**src/rtl/cache_req_arbiter_if.sv**
```systemverilog
// Request/response bundle shared by requester ports and the cache port.
// Signals: req_valid/rw/size/addr/wdata, req_ready, resp_valid/hit/rdata.
// master: drives req_*, samples req_ready and resp_*.
// slave:  samples req_*, drives req_ready and resp_*.
interface cache_req_arbiter_if;
  logic        req_valid;
  logic        req_rw;
  logic [1:0]  req_size;
  logic [19:0] req_addr;
  logic [31:0] req_wdata;
  logic        req_ready;
  logic        resp_valid;
  logic        resp_hit;
  logic [31:0] resp_rdata;

  modport master (
    output req_valid, req_rw, req_size,
    output req_addr, req_wdata,
    input  req_ready,
    input  resp_valid, resp_hit, resp_rdata
  );

  modport slave (
    input  req_valid, req_rw, req_size,
    input  req_addr, req_wdata,
    output req_ready,
    output resp_valid, resp_hit, resp_rdata
  );
endinterface

```
**src/rtl/cache_req_arbiter.sv**
```systemverilog
// Round-robin arbiter: fetch (p0) and data (p1) share one blocking cache port.
// Ports: clk_50, rst_n; p0/p1 slave bundles; c master bundle to the cache;
// busy (ISSUE/WAIT), owner (last grant), timeout_err (sticky watchdog flag).
module cache_req_arbiter #(
  parameter int unsigned TIMEOUT_CYCLES = 1000,
  parameter logic [31:0] ERR_DATA       = 32'hDEADBEEF
) (
  input  logic                       clk_50,
  input  logic                       rst_n,
  cache_req_arbiter_if.slave         p0,
  cache_req_arbiter_if.slave         p1,
  cache_req_arbiter_if.master        c,
  output logic                       busy,
  output logic                       owner,
  output logic                       timeout_err
);

  typedef enum logic [1:0] {
    IDLE,
    ISSUE,
    WAIT
  } state_e;

  localparam logic [15:0] WD_LAST = 16'(TIMEOUT_CYCLES - 1);

  state_e      state_q, state_d;
  logic        rr_q, rr_d;
  logic        own_q, own_d;
  logic        terr_q, terr_d;
  logic [15:0] wd_q, wd_d;
  logic        rw_q, rw_d;
  logic [1:0]  size_q, size_d;
  logic [19:0] addr_q, addr_d;
  logic [31:0] wdata_q, wdata_d;
  logic        v0_q, v0_d, v1_q, v1_d;
  logic        h0_q, h0_d, h1_q, h1_d;
  logic [31:0] d0_q, d0_d, d1_q, d1_d;

  logic        st_idle, st_issue, st_wait;
  logic        grant, accept;
  logic        resp_in, wd_fire;
  logic        rhit;
  logic [31:0] rdata;

  assign st_idle  = (state_q == IDLE);
  assign st_issue = (state_q == ISSUE);
  assign st_wait  = (state_q == WAIT);

  // p1 wins when alone, or when both request and it is p1's turn.
  assign grant  = p1.req_valid & (~p0.req_valid | rr_q);
  assign accept = st_idle & c.req_ready &
                  (grant ? p1.req_valid : p0.req_valid);

  // Responses only count while a request is outstanding.
  assign resp_in = (st_issue | st_wait) & c.resp_valid;
  // A real response in the expiry cycle takes priority.
  assign wd_fire = st_wait & ~c.resp_valid & (wd_q == WD_LAST);

  always_ff @(posedge clk_50 or negedge rst_n) begin
    if (!rst_n) begin
      state_q <= IDLE;
    end else begin
      state_q <= state_d;
    end
  end

  always_comb begin
    state_d = state_q;
    unique case (state_q)
      IDLE:    if (accept) state_d = ISSUE;
      ISSUE:   state_d = resp_in ? IDLE : WAIT;
      WAIT:    if (resp_in || wd_fire) state_d = IDLE;
      default: state_d = IDLE;
    endcase
  end

  always_comb begin
    busy         = 1'b0;
    c.req_valid  = 1'b0;
    p0.req_ready = 1'b0;
    p1.req_ready = 1'b0;
    unique case (1'b1)
      st_idle: begin
        p0.req_ready = c.req_ready & ~grant;
        p1.req_ready = c.req_ready & grant;
      end
      st_issue: begin
        busy        = 1'b1;
        c.req_valid = 1'b1;
      end
      st_wait: busy = 1'b1;
      default: busy = 1'b0;
    endcase
  end

  always_comb begin
    rr_d    = rr_q;
    own_d   = own_q;
    terr_d  = terr_q;
    wd_d    = wd_q;
    rw_d    = rw_q;
    size_d  = size_q;
    addr_d  = addr_q;
    wdata_d = wdata_q;
    v0_d    = 1'b0;
    v1_d    = 1'b0;
    h0_d    = h0_q;
    h1_d    = h1_q;
    d0_d    = d0_q;
    d1_d    = d1_q;
    rhit    = resp_in ? c.resp_hit : 1'b0;
    rdata   = resp_in ? c.resp_rdata : ERR_DATA;

    if (accept) begin
      rr_d    = ~grant;
      own_d   = grant;
      rw_d    = grant ? p1.req_rw    : p0.req_rw;
      size_d  = grant ? p1.req_size  : p0.req_size;
      addr_d  = grant ? p1.req_addr  : p0.req_addr;
      wdata_d = grant ? p1.req_wdata : p0.req_wdata;
    end

    if (st_issue) begin
      wd_d = '0;
    end else if (st_wait && wd_q != WD_LAST) begin
      wd_d = wd_q + 16'd1;
    end

    if (resp_in || wd_fire) begin
      if (own_q) begin
        v1_d = 1'b1;
        h1_d = rhit;
        d1_d = rdata;
      end else begin
        v0_d = 1'b1;
        h0_d = rhit;
        d0_d = rdata;
      end
    end

    if (wd_fire) terr_d = 1'b1;
  end

  always_ff @(posedge clk_50 or negedge rst_n) begin
    if (!rst_n) begin
      rr_q    <= 1'b0;
      own_q   <= 1'b0;
      terr_q  <= 1'b0;
      wd_q    <= '0;
      rw_q    <= 1'b0;
      size_q  <= '0;
      addr_q  <= '0;
      wdata_q <= '0;
      v0_q    <= 1'b0;
      v1_q    <= 1'b0;
      h0_q    <= 1'b0;
      h1_q    <= 1'b0;
      d0_q    <= '0;
      d1_q    <= '0;
    end else begin
      rr_q    <= rr_d;
      own_q   <= own_d;
      terr_q  <= terr_d;
      wd_q    <= wd_d;
      rw_q    <= rw_d;
      size_q  <= size_d;
      addr_q  <= addr_d;
      wdata_q <= wdata_d;
      v0_q    <= v0_d;
      v1_q    <= v1_d;
      h0_q    <= h0_d;
      h1_q    <= h1_d;
      d0_q    <= d0_d;
      d1_q    <= d1_d;
    end
  end

  assign c.req_rw      = rw_q;
  assign c.req_size    = size_q;
  assign c.req_addr    = addr_q;
  assign c.req_wdata   = wdata_q;
  assign p0.resp_valid = v0_q;
  assign p0.resp_hit   = h0_q;
  assign p0.resp_rdata = d0_q;
  assign p1.resp_valid = v1_q;
  assign p1.resp_hit   = h1_q;
  assign p1.resp_rdata = d1_q;
  assign owner         = own_q;
  assign timeout_err   = terr_q;

endmodule

```
**src/flat_wrapper.sv**
```systemverilog
// flat-port wrapper written by rule: the top's interface ports become plain ports
module cache_req_arbiter_flat 
#(
  parameter int unsigned TIMEOUT_CYCLES = 1000,
  parameter logic [31:0] ERR_DATA       = 32'hDEADBEEF
)
  (clk_50, rst_n, busy, owner, timeout_err, p0_req_valid, p0_req_rw, p0_req_size, p0_req_addr, p0_req_wdata, p0_req_ready, p0_resp_valid, p0_resp_hit, p0_resp_rdata, p1_req_valid, p1_req_rw, p1_req_size, p1_req_addr, p1_req_wdata, p1_req_ready, p1_resp_valid, p1_resp_hit, p1_resp_rdata, c_req_valid, c_req_rw, c_req_size, c_req_addr, c_req_wdata, c_req_ready, c_resp_valid, c_resp_hit, c_resp_rdata);
  cache_req_arbiter_if p0_i ();
  cache_req_arbiter_if p1_i ();
  cache_req_arbiter_if c_i ();
  input  logic clk_50;
  input  logic rst_n;
  output logic busy;
  output logic owner;
  output logic timeout_err;
  input wire logic [$bits(p0_i.req_valid)-1:0] p0_req_valid;
  input wire logic [$bits(p0_i.req_rw)-1:0] p0_req_rw;
  input wire logic [$bits(p0_i.req_size)-1:0] p0_req_size;
  input wire logic [$bits(p0_i.req_addr)-1:0] p0_req_addr;
  input wire logic [$bits(p0_i.req_wdata)-1:0] p0_req_wdata;
  output wire logic [$bits(p0_i.req_ready)-1:0] p0_req_ready;
  output wire logic [$bits(p0_i.resp_valid)-1:0] p0_resp_valid;
  output wire logic [$bits(p0_i.resp_hit)-1:0] p0_resp_hit;
  output wire logic [$bits(p0_i.resp_rdata)-1:0] p0_resp_rdata;
  input wire logic [$bits(p1_i.req_valid)-1:0] p1_req_valid;
  input wire logic [$bits(p1_i.req_rw)-1:0] p1_req_rw;
  input wire logic [$bits(p1_i.req_size)-1:0] p1_req_size;
  input wire logic [$bits(p1_i.req_addr)-1:0] p1_req_addr;
  input wire logic [$bits(p1_i.req_wdata)-1:0] p1_req_wdata;
  output wire logic [$bits(p1_i.req_ready)-1:0] p1_req_ready;
  output wire logic [$bits(p1_i.resp_valid)-1:0] p1_resp_valid;
  output wire logic [$bits(p1_i.resp_hit)-1:0] p1_resp_hit;
  output wire logic [$bits(p1_i.resp_rdata)-1:0] p1_resp_rdata;
  output wire logic [$bits(c_i.req_valid)-1:0] c_req_valid;
  output wire logic [$bits(c_i.req_rw)-1:0] c_req_rw;
  output wire logic [$bits(c_i.req_size)-1:0] c_req_size;
  output wire logic [$bits(c_i.req_addr)-1:0] c_req_addr;
  output wire logic [$bits(c_i.req_wdata)-1:0] c_req_wdata;
  input wire logic [$bits(c_i.req_ready)-1:0] c_req_ready;
  input wire logic [$bits(c_i.resp_valid)-1:0] c_resp_valid;
  input wire logic [$bits(c_i.resp_hit)-1:0] c_resp_hit;
  input wire logic [$bits(c_i.resp_rdata)-1:0] c_resp_rdata;
  assign p0_i.req_valid = p0_req_valid;
  assign p0_i.req_rw = p0_req_rw;
  assign p0_i.req_size = p0_req_size;
  assign p0_i.req_addr = p0_req_addr;
  assign p0_i.req_wdata = p0_req_wdata;
  assign p0_req_ready = p0_i.req_ready;
  assign p0_resp_valid = p0_i.resp_valid;
  assign p0_resp_hit = p0_i.resp_hit;
  assign p0_resp_rdata = p0_i.resp_rdata;
  assign p1_i.req_valid = p1_req_valid;
  assign p1_i.req_rw = p1_req_rw;
  assign p1_i.req_size = p1_req_size;
  assign p1_i.req_addr = p1_req_addr;
  assign p1_i.req_wdata = p1_req_wdata;
  assign p1_req_ready = p1_i.req_ready;
  assign p1_resp_valid = p1_i.resp_valid;
  assign p1_resp_hit = p1_i.resp_hit;
  assign p1_resp_rdata = p1_i.resp_rdata;
  assign c_req_valid = c_i.req_valid;
  assign c_req_rw = c_i.req_rw;
  assign c_req_size = c_i.req_size;
  assign c_req_addr = c_i.req_addr;
  assign c_req_wdata = c_i.req_wdata;
  assign c_i.req_ready = c_req_ready;
  assign c_i.resp_valid = c_resp_valid;
  assign c_i.resp_hit = c_resp_hit;
  assign c_i.resp_rdata = c_resp_rdata;
  cache_req_arbiter #(.TIMEOUT_CYCLES(TIMEOUT_CYCLES), .ERR_DATA(ERR_DATA)) u_core (.clk_50(clk_50), .rst_n(rst_n), .p0(p0_i), .p1(p1_i), .c(c_i), .busy(busy), .owner(owner), .timeout_err(timeout_err));
endmodule
```
**config.mk**
```make
export PLATFORM = sky130hd
export DESIGN_NAME = cache_req_arbiter_flat
export DESIGN_NICKNAME = d
export VERILOG_FILES = /design/src/rtl/cache_req_arbiter_if.sv /design/src/rtl/cache_req_arbiter.sv /design/src/flat_wrapper.sv
export SDC_FILE = /design/constraint.sdc
export NUM_CORES = 1
export LEC_CHECK = 0
export CAP_MARGIN = 15
export CORE_UTILIZATION = 35
export DETAILED_ROUTE_END_ITERATION = 6
export PLACE_DENSITY_LB_ADDON = 0.08
export SLEW_MARGIN = 20
export SYNTH_ARGS = -nofsm -noshare
export SYNTH_HDL_FRONTEND = slang
export SYNTH_SLANG_ARGS = --single-unit
```
**constraint.sdc**
```tcl
create_clock -name clk_50 -period 6.4 [get_ports clk_50]
set_input_delay 1.28 -clock clk_50 [delete_from_list [all_inputs] [get_ports clk_50]]
set_output_delay 1.28 -clock clk_50 [all_outputs]
set_load 0.02 [all_outputs]
```
==> summary.md, run 1 <==
| Metric | Value |
|---|---|
| Fraction of layout cells with a size suffix above 1 | under 10% |
| R2R depth | 8 |
| Peak supply drop | 0.220 mV |
| Final slew viol count | 0 |
| RSZ-0062 raised after global routing | no |
| Worst Setup End Kind | primary output |
| Hold buffers post-CTS | 0 |
| Worst R2R End | u_core.c.req_addr[14] |
| Max Root-Sink Buffers | 2 |
| Final setup fails | 0 |
| Type of the worst setup path | primary input to primary output |
| DP HPWL | 14,400 um |
| Worst-Skew Late Latency | 0.42 ns |
| Final WS setup | 1.99 ns |
| CTS HTree Levels | 4 |
| Max capacitance violation total | 0 |
| Synth area leaders | dfrtp_1, nand2_1, a22oi_1 |
| Largest area contributor in the netlist | dfrtp_1 |
| Post-synthesis cell count | 731 |
| Mapped Area | 6840 um^2 |
| Crit path to | p0_req_ready |
| RR Startpoint | u_core.state_q[1] |
| Sequential-to-total area share from yosys stat | 52.7% |
| Slew HR | between 20% and 30% |
| Mean post-synth cell area | 9.36 um^2 |
| Vias in the first global route | 6,229 |
| F_max | about 0.23 GHz |
| P_leak | 4.42 nW |
| Worst Setup SP | p0_req_valid |
| CORE AREA | 19,000 um^2 |
| DRT Wirelength | 20,900 um |
| Clock transition at the registers of the reported paths | 0.05 ns |
| GRT Residual Overflow | 0 |
| Row count | 50 |
| Worst path required time | 5.12 ns |
| Via-per-instance ratio | 4.92 |
| Yosys warning total | 0 |
| Die area | 20,100 um^2 |
| Post-CTS setup buffers | 0 |
| CTS tree | built |
| Commonest cells after routing, fill and taps aside | clkdlybuf4s50_1, nand2_1, dfrtp_1 |
| DRC | 0 |
| Die W | 142 um |
| Iteration-0 DRC count of the detailed router | 340 |
| Worst slack at placement | roughly 2.0 ns |
| Antenna violations before repair | 1 |
| Tmin final | about 4.4 ns |
| First-pass iteration count of the detailed router | 4 |
| CTS Sinks | 144 |
| Net Count, Synth | a little under 900 |
| Reg2Reg Setup Slack | 3.70 ns |
| Outcome | finished clean |
| First-pass GRT wire length | approximately 33,000 um |
| WL per Instance | roughly 17 um |
| Remaining antenna violation count | 0 |
| Most common cell after layout, fill and taps aside | clkdlybuf4s50_1 |
| Clock Tree Root | clkbuf_16 |
| Die H | approximately 140 um |
| Final Hold Violating Endpoints | 0 |
| Least-Margin Pin Slew | about 1.1 ns |
| Async SR Flop Fraction | 100% |
| Crit path DAT | about 3.1 ns |
| Initial Util | 36.1% |
| Post-synthesis register bit count | around 140 |
| P per Cell Area | 494 nW/um^2 |
| ANT cells | 0 |
| Num ports | 278 |
| Gr usage total | 21.6% |
| Unique masters post-synth | 42 |
| Filler cells | 1,724 |
| Layout area overhead | 51.2% |
| HP Class | register to register |
| Via Count | 6,186 |
| Nets | 1,139 |
| Crit path max fanout | 3 |
| Crit path launch type | primary input |
| Post-synth top area share | 52.7% |
| Largest net degree at the start of global routing | 95 |
| Leading register cell type out of synthesis | dfrtp_1 |
| Clock Skew | between 0.01 and 0.015 ns |
| Post-synth EDFFs | 0 |
| Fin Setup TNS | 0 ns |
| Total CTS buffers | 17 |
| Final Cycle Share | 68.9% |
| # resized after CTS | 0 |
| Port buffer count | 277 |
| RePlAce Congestion | 0.767 |
-- state kept, by name, indices dropped and copies added (netlist names) --
name and cells:
u_core.timeout_err 1, u_core.c.req_rw 1, u_core.p1.resp_rdata 32, u_core.c.req_addr 20, u_core.c.req_size 2, u_core.p1.resp_hit 1
u_core.p0.resp_valid 1, u_core.p1.resp_valid 1, u_core.p0.resp_hit 1, u_core.wd_q 16, u_core.rr_q 1, u_core.c.req_wdata 32
u_core.owner 1, u_core.state_q 2, u_core.p0.resp_rdata 32
-- worst min-delay path by stage --
stage | start | endpoint | slack (ns) | cells past startpoint
2_1_floorplan | u_core.rr_q | u_core.rr_q | 0.45 | 1
3_3_place_gp | u_core.timeout_err | u_core.timeout_err | 0.47 | 1
3_5_place_dp | u_core.timeout_err | u_core.timeout_err | 0.46 | 1
4_1_cts | u_core.timeout_err | u_core.timeout_err | 0.47 | 1
5_1_grt | u_core.timeout_err | u_core.timeout_err | 0.50 | 1
6_report | u_core.timeout_err | u_core.timeout_err | 0.47 | 1
-- cell usage after synthesis, types with 2 or more instances --
cell type	count
xor2_1	3
o31ai_1	25
a21o_1	20
or3_1	6
nor4_1	3
a21oi_2	21
a21boi_0	2
nor2_1	13
buf_1	2
clkbuf_1	43
mux2i_1	5
nand3_1	12
nor3_2	3
nor3_1	2
nor2b_1	2
nand2_1	158
buf_2	2
xnor2_1	5
buf_6	3
dfrtp_1	144
or4_4	3
inv_1	65
ha_1	5
a21oi_1	35
o211ai_1	2
o21ai_0	51
nand4_1	4
nand3b_1	24
a32oi_1	3
a22oi_1	53
-- per-stage QoR --
stage	power [mW]	hold WS [ns]	area (um^2)	utilization [%]	std cells
3_3_place_gp	4.20	0.465	9810	51.7	1226
5_1_grt	5.47	0.498	10300	54.6	1257
6_report	5.11	0.470	10300	54.6	1257
4_1_cts	5.16	0.475	10300	54.6	1257
3_5_place_dp	4.22	0.462	9810	51.7	1226
2_1_floorplan	3.04	0.450	6840	-	731
-- layer usage --
metal / wire (um) / share of wire (%) / global-route usage (%) / vias to the layer above
li1: - / - / - / 3008
met4: 408 / 1.9 / 8.26 / 2
met2: 9770 / 47 / 34.2 / 197
met5: 12 / 0.057 / 0 / -
met1: 9200 / 44 / 27.4 / 2949
met3: 1550 / 7.4 / 7.19 / 30
-- critical path, cell delays in order --
cell	delay (ns)
clkdlybuf4s50_1	0.49
nor2b_1	0.30
nand2b_1	0.27
and3_1	0.19
clkdlybuf4s50_1	0.60
-- area by class of cell --
cell class | instances | area, um^2 | share of cell area (%)
inverters | 65 | 244 | 2.36
clock buffers | 25 | 505 | 4.89
flip-flops and latches | 144 | 3610 | 34.9
repair buffers | 285 | 2830 | 27.4
multi-input cells | 472 | 2800 | 27.0
clock inverters | 6 | 32.5 | 0.314
well taps | 260 | 325 | 3.14
-- where the power goes --
part	internal [mW]	total (mW)	switching, mW	leakage (nW)
combinational	1.16	2.60	1.44	2.35
sequential	1.31	1.59	0.279	1.80
clock	0.542	0.915	0.373	0.269
-- kinds of logic (layout without fill, tap and decap cells) --
group	after synthesis	after routing	synth area share (%)
adder cells (fa/ha/maj)	5	5	0.914
buffers and inverters	115	381	6.67
XOR/XNOR	8	8	1.02
flip-flops	144	144	52.7
AO/OA/AOI/OAI	216	216	21.4
multiplexers	5	5	0.731
AND/OR/NAND/NOR	238	238	16.6
No activity file was read; power rests on OpenSTA's default activity.
==> run 2, diff against run 1 <==
==> constraint.sdc (replaced) <==
create_clock -name clk_50 -period 4.2 [get_ports clk_50]
set_input_delay 0.84 -clock clk_50 [delete_from_list [all_inputs] [get_ports clk_50]]
set_output_delay 0.84 -clock clk_50 [all_outputs]
set_load 0.02 [all_outputs]
==> run 2 against run 1 <==
Effect of this change: design area increased by 1.0%; clock skew decreased by 0.0061 ns; clock power increased by 72%; via count decreased by 0.87%; first-iteration DRC count decreased by 7.9%; total power increased by 56%; critical path type unchanged; register-to-register slack got worse by 1.9 ns; non-clock buffer count increased by 3; critical path depth unchanged.
==> summary.md, run 2 (same netlist as run 1, synthesis figures left out) <==
| Metric | Value |
|---|---|
| Outcome | finished clean |
| Hold Crit Depth | 1 (unchanged) |
| Sw Pwr | 3.20 mW (+53%) |
| CTS Sinks | 144 (unchanged) |
| Crit path DAT | 2.72 ns (-0.41 ns) |
| Final Cycle Share | 84.8% |
| Num ports | 278 (unchanged) |
| DRC | 0 (unchanged) |
| Initial Util | 36.1% (unchanged) |
| RSZ-0062 raised after global routing | no |
| Post-CTS setup buffers | 0 (unchanged) |
| Slew HR | 30.5% (+0.98 points) |
| Placed inst area | 9840 um^2 (+0.36%) |
| Commonest cells after routing, fill and taps aside | clkdlybuf4s50_1, nand2_1, dfrtp_1 |
| Hold buffers post-CTS | 0 (unchanged) |
| Gr usage total | 21.4% (-0.21 points) |
| DRT Wirelength | 21,000 um (+0.16%) |
| WL per Instance | 16.6 um (-0.16%) |
| First-pass GRT wire length | 33,100 um (-1.1%) |
| Register share of total power | 30.1% (-1.1 points) |
| Tot Pwr | 7.96 mW (+56%) |
| RR Startpoint | u_core.state_q[0] |
| Final setup fails | 0 (unchanged) |
| Hold path start | u_core.timeout_err |
| Fin Setup TNS | 0 ns (unchanged) |
| F_max | 0.281 GHz |
| Type of the worst setup path | primary input to primary output |
| Final slew viol count | 0 (unchanged) |
| P per Cell Area | 762 nW/um^2 (+54%) |
| Total CTS buffers | 17 (unchanged) |
| Die W | 142 um (unchanged) |
| Worst R2R End | u_core.wd_q[11] |
| Clock transition at the registers of the reported paths | 0.06 ns (about the same) |
| Crit path launch type | primary input |
| Worst path required time | 3.36 ns (-1.76 ns) |
| DP HPWL | 14,400 um (+0.22%) |
| R2R depth | 6 (-2) |
| Vias in the first global route | 6,082 (-2.4%) |
| Port buffer count | 277 (unchanged) |
| Final Hold Violating Endpoints | 0 (unchanged) |
| Clock share of power | 19.7% (+1.8 points) |
| Die H | 142 um (unchanged) |
| # resized after CTS | 0 (unchanged) |
| Via Count | 6,132 (-0.87%) |
| Internal power | 4.76 mW (+58%) |
| P_leak | 4.46 nW (+1.0%) |
| Nets | 1,142 (+0.26%) |
| Max Root-Sink Buffers | 2 (unchanged) |
| Least-Margin Pin Slew | 1.04 ns (-0.0121 ns) |
| Fraction of layout cells with a size suffix above 1 | 7.49% (+0.47 points) |
| RePlAce Congestion | 0.777 (+1.3%) |
| Largest net degree at the start of global routing | 121 (+27%) |
| Layout area overhead | 52.7% |
| Filler cells | 1,733 (+0.52%) |
| Remaining antenna violation count | 0 (unchanged) |
| Part of the power in combinational logic | 50.2% (-0.7 points) |
| Row count | 50 (unchanged) |
| Multi-input logic area | 2800 um^2 (unchanged) |
| CTS HTree Levels | 4 (unchanged) |
| Antenna violations before repair | 1 (unchanged) |
| Reg2Reg Setup Slack | 1.85 ns (-1.85 ns) |
| CORE AREA | 19,000 um^2 (unchanged) |
| ANT cells | 0 (unchanged) |
| Sink of the worst hold path | u_core.timeout_err |
| Die area | 20,100 um^2 (unchanged) |
| Worst Setup End Kind | primary output |
| Clock Tree Root | clkbuf_16 |
| Worst-Skew Late Latency | 0.42 ns (about the same) |
| First-pass iteration count of the detailed router | 5 (+1) |
| Crit path max fanout | 3 (unchanged) |
| WHS | 0.473 ns (+0.00305 ns) |
| Fin area | 10,500 um^2 (+1.0%) |
| Switching Fraction | 40.2% (-0.72 points) |
| Most common cell after layout, fill and taps aside | clkdlybuf4s50_1 |
| Clock Skew | 0.00803 ns (-0.00613 ns) |
| Peak supply drop | 0.340 mV (+55%) |
| Tmin final | 3.56 ns |
| Via-per-instance ratio | 4.86 (-1.2%) |
| CTS tree | built |
| HP Class | register to register |
| Iteration-0 DRC count of the detailed router | 313 (-7.9%) |
| Fin util | 55.1% (+0.55 points) |
| Max capacitance violation total | 0 (unchanged) |
| Register area | 3610 um^2 (unchanged) |
| GRT Residual Overflow | 0 (unchanged) |
[run 2: cell count changes in the layout (fill, tap and decap cells not counted)]
cell | before | now
buf_4 | 8 | 10
bufinv_16 | 0 | 3
clkbuf_1 | 3 | 2
clkbuf_8 | 5 | 3
clkinvlp_4 | 1 | 2
clkinv_4 | 0 | 1
buf_12 | 0 | 1
clkinv_2 | 5 | 4
[run 2: worst max-delay path by stage]
stage                  from      endpoint  slack, ns  cells past startpoint
4_1_cts        p0_req_valid  p0_req_ready       0.64                      5
2_1_floorplan  p0_req_valid  p1_req_ready       1.54                      3
5_1_grt        p0_req_valid  p0_req_ready       0.56                      5
3_5_place_dp   p0_req_valid  p0_req_ready       0.63                      5
6_report       p0_req_valid  p0_req_ready       0.64                      5
3_3_place_gp   p0_req_valid  p0_req_ready       0.67                      5
[run 2: stage by stage]
| step | std cells | setup slack [ns] |
|---|---|---|
| floorplan | 731 | 1.54 |
| global placement | 1229 | 0.669 |
| detailed placement | 1229 | 0.633 |
| CTS | 1261 | 0.638 |
| global route | 1261 | 0.558 |
| finish | 1261 | 0.640 |
[run 2: power by group through the flow]
stage	logic, mW	clock network (mW)	registers (mW)
floorplan	1.56	0	3.07
detailed placement	4.03	0	2.40
CTS	4.05	1.60	2.40
finish	4.00	1.57	2.40
global placement	4.01	0	2.40
global route	4.34	1.67	2.48
[run 2: metal layers]
| metal | track usage [%] | wire, um | vias to the layer above |
|---|---|---|---|
| met1 | 27.6 | 9220 | 2883 |
| li1 | - | - | 3018 |
| met5 | 0 | 11 | - |
| met3 | 7.22 | 1550 | 22 |
| met2 | 34.0 | 9910 | 207 |
| met4 | 6.56 | 296 | 2 |
[run 2: layout make-up]
cell class,count,area share [%]
clock buffers,22,4.54
multi-input cells,472,26.8
well taps,260,3.11
inverters,65,2.33
repair buffers,288,27.5
flip-flops and latches,144,34.5
clock inverters,10,1.28
[run 2: worst max-delay path: stages]
cell and delay, ns:
clkdlybuf4s50_1 0.50, nor2b_1 0.31, nand2b_1 0.28, and3_1 0.18
clkdlybuf4s50_1 0.61
==> run 3, diff against run 2 <==
==> constraint.sdc (replaced) <==
create_clock -name clk_50 -period 3.45 [get_ports clk_50]
set_input_delay 0.69 -clock clk_50 [delete_from_list [all_inputs] [get_ports clk_50]]
set_output_delay 0.69 -clock clk_50 [all_outputs]
set_load 0.02 [all_outputs]
==> run 3 against run 2 <==
Effect of this change: sequential power is 22% higher; core utilization hardly changed; largest cell class unchanged; critical path type unchanged; wire length is 0.65% lower; sequential cell count stayed put; clock power is 15% higher; clock skew is 0.00092 ns lower; via count is 0.24% lower; clock-buffer cell count is 2 higher; die area stayed put; worst hold slack worse by 0.22 ns.
==> summary.md, run 3 (same netlist as run 1, synthesis figures left out) <==
| Metric | Value |
|---|---|
| Internal power | 5.76 mW (+21%) |
| DP HPWL | 14,400 um (-0.18%) |
| Worst-Skew Late Latency | 0.41 ns (about the same) |
| Outcome | finished clean |
| Final slew viol count | 0 (unchanged) |
| Sw Pwr | 3.87 mW (+21%) |
| Vias in the first global route | 6,091 (+0.15%) |
| R2R depth | 8 (+2) |
| P_leak | 4.46 nW (about the same) |
| GRT Residual Overflow | 0 (unchanged) |
| CORE AREA | 19,000 um^2 (unchanged) |
| CTS Sinks | 144 (unchanged) |
| Remaining antenna violation count | 0 (unchanged) |
| CP max stage delay | 0.61 ns (about the same) |
| First-pass GRT wire length | 32,800 um (-0.90%) |
| Final Hold Violating Endpoints | 0 (unchanged) |
| Final Cycle Share | 92.0% |
| Critical path's slowest cell | clkdlybuf4s50_1 |
| WL per Instance | 16.5 um (-0.65%) |
| Part of the power in combinational logic | 50.7% (+0.5 points) |
| Filler cells | 1,727 (-0.35%) |
| F_max | 0.315 GHz |
| # resized after CTS | 0 (unchanged) |
| Slew HR | 31.9% (+1.4 points) |
| Worst Setup End Kind | primary output |
| Die area | 20,100 um^2 (unchanged) |
| Clock share of power | 18.8% (-0.9 points) |
| Hold buffers post-CTS | 0 (unchanged) |
| Crit path max fanout | 3 (unchanged) |
| First-pass iteration count of the detailed router | 4 (-1) |
| Least-Margin Pin Slew | 1.02 ns (-0.0212 ns) |
| RePlAce Congestion | 0.782 (+0.59%) |
| Nets | 1,145 (+0.26%) |
| Peak supply drop | 0.395 mV (+16%) |
| Row count | 50 (unchanged) |
| Max capacitance violation total | 0 (unchanged) |
| Crit path launch type | primary input |
| Switching Fraction | 40.2% (about the same) |
| CTS tree | built |
| RSZ-0062 raised after global routing | no |
| Die W | 142 um (unchanged) |
| Critical path depth | 5 (unchanged) |
| Clock transition at the registers of the reported paths | 0.06 ns (about the same) |
| P per Cell Area | 922 nW/um^2 (+21%) |
| ANT cells | 0 (unchanged) |
| Most used cell, CP | clkdlybuf4s50_1 |
| HP Class | primary input to asynchronous set/reset pin |
| Worst path required time | 2.76 ns (-0.60 ns) |
| CP bufs+invs | 2 (unchanged) |
| Cell breakdown of the critical path | clkdlybuf4s50_1 -> nor2b_1 -> nand2b_1 -> and3_1 -> clkdlybuf4s50_1 |
| DRC | 0 (unchanged) |
| Tmin final | 3.17 ns |
| Clock Skew | 0.00711 ns (-0.000924 ns) |
| Fraction of layout cells with a size suffix above 1 | 7.39% (-0.10 points) |
| Iteration-0 DRC count of the detailed router | 297 (-5.1%) |
| Gr usage total | 21.3% (-0.17 points) |
| CTS HTree Levels | 4 (unchanged) |
| Worst Setup SP | p0_req_valid |
| Post-CTS setup buffers | 0 (unchanged) |
| Largest net degree at the start of global routing | 115 (-5.0%) |
| Crit path DAT | 2.48 ns (-0.24 ns) |
| Commonest cells after routing, fill and taps aside | clkdlybuf4s50_1, nand2_1, dfrtp_1 |
| Final setup fails | 0 (unchanged) |
| WHS | 0.257 ns (-0.216 ns) |
| Register share of total power | 30.4% (+0.3 points) |
| Reg2Reg Setup Slack | 1.00 ns (-0.85 ns) |
| Via-per-instance ratio | 4.85 (-0.24%) |
| Layout area overhead | 52.7% (about the same) |
| Antenna violations before repair | 0 (-1) |
| Via Count | 6,117 (-0.24%) |
| Type of the worst setup path | primary input to primary output |
| Total CTS buffers | 17 (unchanged) |
| Num ports | 278 (unchanged) |
| Initial Util | 36.1% (unchanged) |
| Delay-heaviest family, CP | buffers and inverters |
| Max Root-Sink Buffers | 2 (unchanged) |
| Most common cell after layout, fill and taps aside | clkdlybuf4s50_1 |
| Die H | 142 um (unchanged) |
| RR Startpoint | u_core.state_q[1] |
| Port buffer count | 277 (unchanged) |
| Fin Setup TNS | 0 ns (unchanged) |
| DRT Wirelength | 20,800 um (-0.65%) |
| Clock Tree Root | clkbuf_16 |
[run 3: cell types whose count changed in the layout (fill, tap and decap cells not counted), sizes merged]
| cell | before | now |
|---|---|---|
| bufinv | 3 | 2 |
| clkbuf | 22 | 24 |
| clkinv | 5 | 1 |
| buf | 12 | 15 |
[run 3: routing by layer]
layer | GRT usage (%) | up-vias | wire (um)
met4 | 7.13 | 0 | 338
met5 | 0 | - | 0
met1 | 26.8 | 2860 | 8960
met2 | 34.3 | 214 | 9960
met3 | 6.82 | 19 | 1580
li1 | - | 3024 | -
[run 3: cell type report]
cell class / instances / area [um^2] / area share (%)
clock buffer: 24 / 492 / 4.71
sequential: 144 / 3610 / 34.5
inverter: 65 / 244 / 2.34
multi-input combinational: 472 / 2800 / 26.8
clock inverter: 5 / 80.1 / 0.766
timing repair buffer: 291 / 2900 / 27.8
tap: 260 / 325 / 3.11
[run 3: path summary, 6_finish.rpt]
check,to
max,p0_req_ready
min,u_core.p0.resp_rdata[3]
max reg2reg,u_core.c.req_wdata[14]
min reg2reg,u_core.timeout_err
max in group asynchronous,u_core.c.req_size[0]
min in group clk_50,u_core.timeout_err
[run 3: metrics by stage]
step | total power, mW | std cells | utilization (%) | setup WS [ns] | cell area [um^2]
floorplan | 5.64 | 731 | - | 1.06 | 6840
global placement | 7.83 | 1232 | 52.1 | 0.362 | 9880
detailed placement | 7.86 | 1232 | 52.1 | 0.338 | 9880
CTS | 9.73 | 1261 | 55.1 | 0.330 | 10400
global route | 10.3 | 1261 | 55.1 | 0.263 | 10400
finish | 9.63 | 1261 | 55.1 | 0.278 | 10400
[run 3: power groups by stage]
stage	Sequential, mW	Combinational [mW]	Clock [mW]
5_1_grt	3.04	5.33	1.93
6_report	2.93	4.89	1.81
3_5_place_dp	2.93	4.94	0
2_1_floorplan	3.74	1.90	0
4_1_cts	2.93	4.93	1.86
3_3_place_gp	2.93	4.90	0
